### src/rtl/sar_search.sv
`default_nettype none
// ============================================================================
//  Module   : sar_search
//  Purpose  : Successive-approximation search engine. Drives a magnitude
//             comparator's `a` operand with one probe per clock and consumes
//             its le/gr/eq flags to recover the unknown `b` operand. Exits
//             early on equality and flags inconsistent responses.
//  Ports    : clk, rst        - clock, synchronous active-high reset
//             start           - request a new search (ignored while busy)
//             le, gr, eq      - comparator flags for the current guess
//             guess           - registered probe value (to comparator `a`)
//             busy            - high while probing
//             done            - one-cycle completion pulse
//             exact           - result confirmed by eq rather than inferred
//             err             - sticky inconsistent-flag indication
//             result          - recovered target value
//             steps           - probes used in the last search
//  Revision : 1.0 - initial release
// ============================================================================
module sar_search #(
  parameter int W  = 4,
  parameter int CW = 3
) (
  input  logic          clk,
  input  logic          rst,
  input  logic          start,
  input  logic          le,
  input  logic          gr,
  input  logic          eq,
  output logic [W-1:0]  guess,
  output logic          busy,
  output logic          done,
  output logic          exact,
  output logic          err,
  output logic [W-1:0]  result,
  output logic [CW-1:0] steps
);

  localparam int           IW     = (W > 1) ? $clog2(W) : 1;
  localparam logic [W-1:0] C_ONE  = {{(W-1){1'b0}}, 1'b1};
  localparam logic [W-1:0] C_MSB  = C_ONE << (W-1);
  localparam logic [IW-1:0] C_TOP = IW'(W-1);

  typedef enum logic [1:0] {
    S_IDLE  = 2'd0,
    S_PROBE = 2'd1,
    S_DONE  = 2'd2,
    S_ERR   = 2'd3
  } state_t;

  state_t        r_state;
  logic [IW-1:0] r_index;

  logic [W-1:0]  w_bit;
  logic [W-1:0]  w_next_bit;
  logic          w_onehot;

  // Bit currently under trial and the next lower bit to try.
  assign w_bit      = C_ONE << r_index;
  assign w_next_bit = w_bit >> 1;

  // Exactly one flag set: odd parity excludes 000/two-set, and the AND
  // term excludes the all-three case.
  assign w_onehot = (le ^ gr ^ eq) & ~(le & gr & eq);

  always_ff @(posedge clk) begin
    if (rst) begin
      r_state <= S_IDLE;
      r_index <= '0;
      guess   <= '0;
      busy    <= 1'b0;
      done    <= 1'b0;
      exact   <= 1'b0;
      err     <= 1'b0;
      result  <= '0;
      steps   <= '0;
    end else begin
      case (r_state)
        S_PROBE: begin
          if (!w_onehot) begin
            // Inconsistent comparator: freeze guess/result/steps.
            err     <= 1'b1;
            busy    <= 1'b0;
            r_state <= S_ERR;
          end else begin
            steps <= steps + CW'(1);
            if (eq) begin
              result  <= guess;
              exact   <= 1'b1;
              done    <= 1'b1;
              busy    <= 1'b0;
              r_state <= S_DONE;
            end else if (gr) begin
              if (r_index != '0) begin
                guess   <= (guess & ~w_bit) | w_next_bit;
                r_index <= r_index - IW'(1);
              end else begin
                // Target is below the final trial: it must be trial-1.
                result  <= guess & ~w_bit;
                exact   <= 1'b0;
                done    <= 1'b1;
                busy    <= 1'b0;
                r_state <= S_DONE;
              end
            end else begin
              if (r_index != '0) begin
                guess   <= guess | w_next_bit;
                r_index <= r_index - IW'(1);
              end else begin
                // Target above the final trial is impossible.
                err     <= 1'b1;
                busy    <= 1'b0;
                r_state <= S_ERR;
              end
            end
          end
        end

        default: begin
          // IDLE, DONE and ERR all accept a new request.
          if (start) begin
            guess   <= C_MSB;
            r_index <= C_TOP;
            steps   <= '0;
            err     <= 1'b0;
            exact   <= 1'b0;
            done    <= 1'b0;
            busy    <= 1'b1;
            r_state <= S_PROBE;
          end else begin
            done <= 1'b0;
            if (r_state == S_DONE) begin
              r_state <= S_IDLE;
            end
          end
        end
      endcase
    end
  end

endmodule
`default_nettype wire

### config.mk
export PLATFORM = sky130hd
export DESIGN_NAME = sar_search
export DESIGN_NICKNAME = d
export VERILOG_FILES = /design/src/rtl/sar_search.sv
export SDC_FILE = /design/constraint.sdc
export NUM_CORES = 1
export LEC_CHECK = 0
export ABC_AREA = 1
export CELL_PAD_IN_SITES_DETAIL_PLACEMENT = 1
export CELL_PAD_IN_SITES_GLOBAL_PLACEMENT = 1
export CORE_UTILIZATION = 38
export DETAILED_ROUTE_END_ITERATION = 10
export GPL_TIMING_DRIVEN = 0
export PLACE_DENSITY_LB_ADDON = 0.1
export SLEW_MARGIN = 30
export SYNTH_ARGS = -nofsm -noshare
export SYNTH_HDL_FRONTEND = slang
export SYNTH_SLANG_ARGS = --single-unit
### constraint.sdc
create_clock -name clk -period 2.83 [get_ports clk]
set_input_delay 0.4245 -clock clk [delete_from_list [all_inputs] [get_ports clk]]
set_output_delay 0.4245 -clock clk [all_outputs]
set_load 0.01 [all_outputs]
==> flow_metrics.env <==
export IMPL_synth_seq_cells=19
export IMPL_cp_end_kind="flip-flop"
export IMPL_pwr_share_clk_pct=23.3
export IMPL_slowest_delay_ns=0.60
export IMPL_seq_area_frac_synth_pct=37.25
export IMPL_crit_fanout=7
export IMPL_slew_headroom_pct=67.49
export IMPL_p_int_uw=416.2
export IMPL_power_leakage_nw=0.5788
export IMPL_dr_pass1_iters=4
export IMPL_postCtsHoldBufs=0
export IMPL_sw_frac_of_total_pct=35.05
export IMPL_power_density_nw_per_um2=498.2
export IMPL_drv_cap=0
export IMPL_clockRootBuffer="clkbuf_4"
export IMPL_cts_tree="done"
export IMPL_r2r_start="r_index[0]"
export IMPL_rr_endpoint="exact"
export IMPL_crit_slowest_cell="clkdlybuf4s50_1"
export IMPL_grt_pass1_wl_um=4112
export IMPL_syn_avg_cell_area_um2=7.452
export IMPL_p_comb_share_pct=29.3
export IMPL_nets=175
export IMPL_crit_path_start_kind="input port"
export IMPL_post_cts_setup_buffer_count=0
export IMPL_path_clk_slew_ns=0.11
export IMPL_syn_nets=150
export IMPL_antenna_cells=0
export IMPL_synthTopCellsByArea="dfxtp_1 (37%), nand2_1 (10%), ha_1 (8.6%)"
export IMPL_required_ns=3.04
export IMPL_hold_violations=0
export IMPL_vias_per_cell=5.168
export IMPL_fmax_ghz=0.4973
export IMPL_port_buffers=20
export IMPL_utilization_pct=51.45
export IMPL_drt_total_wl_um=2562
export IMPL_slew_violations=0
export IMPL_rows=18
export IMPL_finalCritPeriodShare_pct=71.06
export IMPL_worstHoldPathCells=2
export IMPL_finClkSkew_ns=0.01130
export IMPL_worstPathArrival_ns=2.22
export IMPL_first_iter_violations=20
export IMPL_synth_top_area_cell="dfxtp_1"
export IMPL_grt_pass1_vias=899
export IMPL_coreArea_um2=2500
export IMPL_min_to="err"
export IMPL_gp_congestion=0.7463
export IMPL_finalSetupTns_ns=0
export IMPL_drive_gt1_share_pct=10.56
export IMPL_grt_overflow_total=0
export IMPL_tightest_slew_ns=0.4876
export IMPL_synth_cell_types=22
export IMPL_start_util_pct=40.84
export IMPL_hold_class="reg -> reg"
export IMPL_synth_top_area_share_pct=37.25
export IMPL_ir_drop_v=0.0002913
export IMPL_die_w_um=53.84
export IMPL_drcViolationCount=0
export IMPL_critical_path_class="in -> reg"
export IMPL_post_cts_resize_count=0
export IMPL_switchingPower_uw=224.6
export IMPL_htree_levels=1
export IMPL_clock_sinks=19
export IMPL_via_count=987
export IMPL_numCtsBuffers=3
export IMPL_rrSetupSlack_ns=1.24
export IMPL_crit_chain="clkdlybuf4s50_1, ha_1, ha_1, inv_1, nand2_4, nor2_8, nand2_4, o21ai_0, nor2_1"
export IMPL_postRouteAntennaNets=0
export IMPL_setup_viol=0
export IMPL_dp_hpwl_um=2047
export IMPL_final_min_clock_period_ns=2.011
export IMPL_cpLargestDelayFamily="buffers and inverters"
export IMPL_grt_max_degree=12
export IMPL_antenna_found_initial=0
export IMPL_synth_cell_area_um2=1021
export IMPL_clk_latency_ns=0.31
export IMPL_yosysWarnings=0
export IMPL_groute_usage_overall_pct=19.65
export IMPL_status="complete, no violations"
export IMPL_die_y_um=53.84
export IMPL_power_frac_seq_pct=47.4
export IMPL_hold_start="err"
export IMPL_route_detailed_wl_per_inst_um=13.41
export IMPL_rsz0062_at_grt="no"
export IMPL_synthCells=137
export IMPL_final_cell_mix="nand2_1 (28), clkdlybuf4s50_1 (20), dfxtp_1 (19)"
export IMPL_ios=21
export IMPL_final_common_cell="nand2_1"
export IMPL_clk_path_buf_depth=2
export IMPL_fp_dieArea_um2=2898
export IMPL_area_delta_synth_final_pct=25.98
export IMPL_path_buf_inv=2
export IMPL_ff2ff_path_depth=8
==> cell families (layout without fill, tap and decap cells) <==
group / Yosys count / after routing / synth area share [%]
simple gates: 66 / 66 / 33.46
fa+ha+maj: 7 / 7 / 8.578
flops: 19 / 19 / 37.25
xor+xnor: 1 / 1 / 0.8580
buf+inv: 19 / 43 / 6.985
compound gates: 25 / 25 / 12.87
==> synthesized netlist by cell type (all sizes together) <==
master / number
xor2: 1
nor2: 18
nand2: 35
nand3: 6
clkbuf: 1
o21ai: 6
nor3: 4
ha: 7
nand4: 3
a31oi: 1
a21oi: 16
dfxtp: 19
inv: 18
o21bai: 1
a21boi: 1
==> through the flow <==
| stage | power (mW) | area [um^2] | worst slack (ns) | hold WS (ns) | cells |
|---|---|---|---|---|---|
| after floorplan | 0.4290 | 1021 | 1.213 | 0.4711 | 137 |
| after global placement | 0.4936 | 1259 | 0.5207 | 0.4406 | 187 |
| after detailed placement | 0.4996 | 1259 | 0.4708 | 0.4500 | 187 |
| after CTS | 0.6497 | 1286 | 0.7867 | 0.4667 | 191 |
| after global routing | 0.6833 | 1286 | 0.6949 | 0.4811 | 191 |
| final | 0.6408 | 1286 | 0.8190 | 0.4597 | 191 |
==> tightest hold or removal path, stage by stage, from the launching register on <==
cell,delay [ns]
dfxtp_1,0.33
inv_1,0.05
a21oi_1,0.05
==> worst max-delay path by stage <==
stage,to,startpoint,slack (ns),depth (start not counted)
floorplan,result[0],le,1.21,8
global placement,result[0],gr,0.52,9
detailed placement,result[0],gr,0.47,9
CTS,exact,gr,0.79,9
global route,result[2],eq,0.69,9
finish,result[0],gr,0.82,9
==> power by group through the flow <==
stage,Sequential [mW],Clock (mW),Combinational (mW)
floorplan,0.314,0,0.115
global placement,0.309,0,0.185
detailed placement,0.310,0,0.189
CTS,0.304,0.155,0.191
global route,0.307,0.164,0.212
finish,0.304,0.149,0.188
==> state kept, by name (all words and copies together), names as in the netlist <==
name	cells
guess	4
busy	1
steps	3
exact	1
done	1
result	4
err	1
r_index	2
r_state	2
==> routing by layer <==
layer / part of all wire (%) / up-vias / global-route usage, % / wire, um
met3: 3.6 / 2 / 1.695 / 93
met4: 0.86 / 0 / 5.263 / 22
met1: 45 / 475 / 25.13 / 1158
met2: 50 / 21 / 34.77 / 1288
li1: - / 489 / - / -
met5: 0 / - / 0 / 0
==> area by class of cell <==
cell class | count | area [um^2]
timing repair buffer | 20 | 200.2
clock buffer | 3 | 22.52
fill | 347 | 1214
buffer | 1 | 3.754
clock inverter | 1 | 5.005
inverter | 18 | 67.56
tap | 30 | 37.54
sequential | 19 | 380.4
multi-input combinational | 99 | 569.3
(Power assumes the default switching activity.)
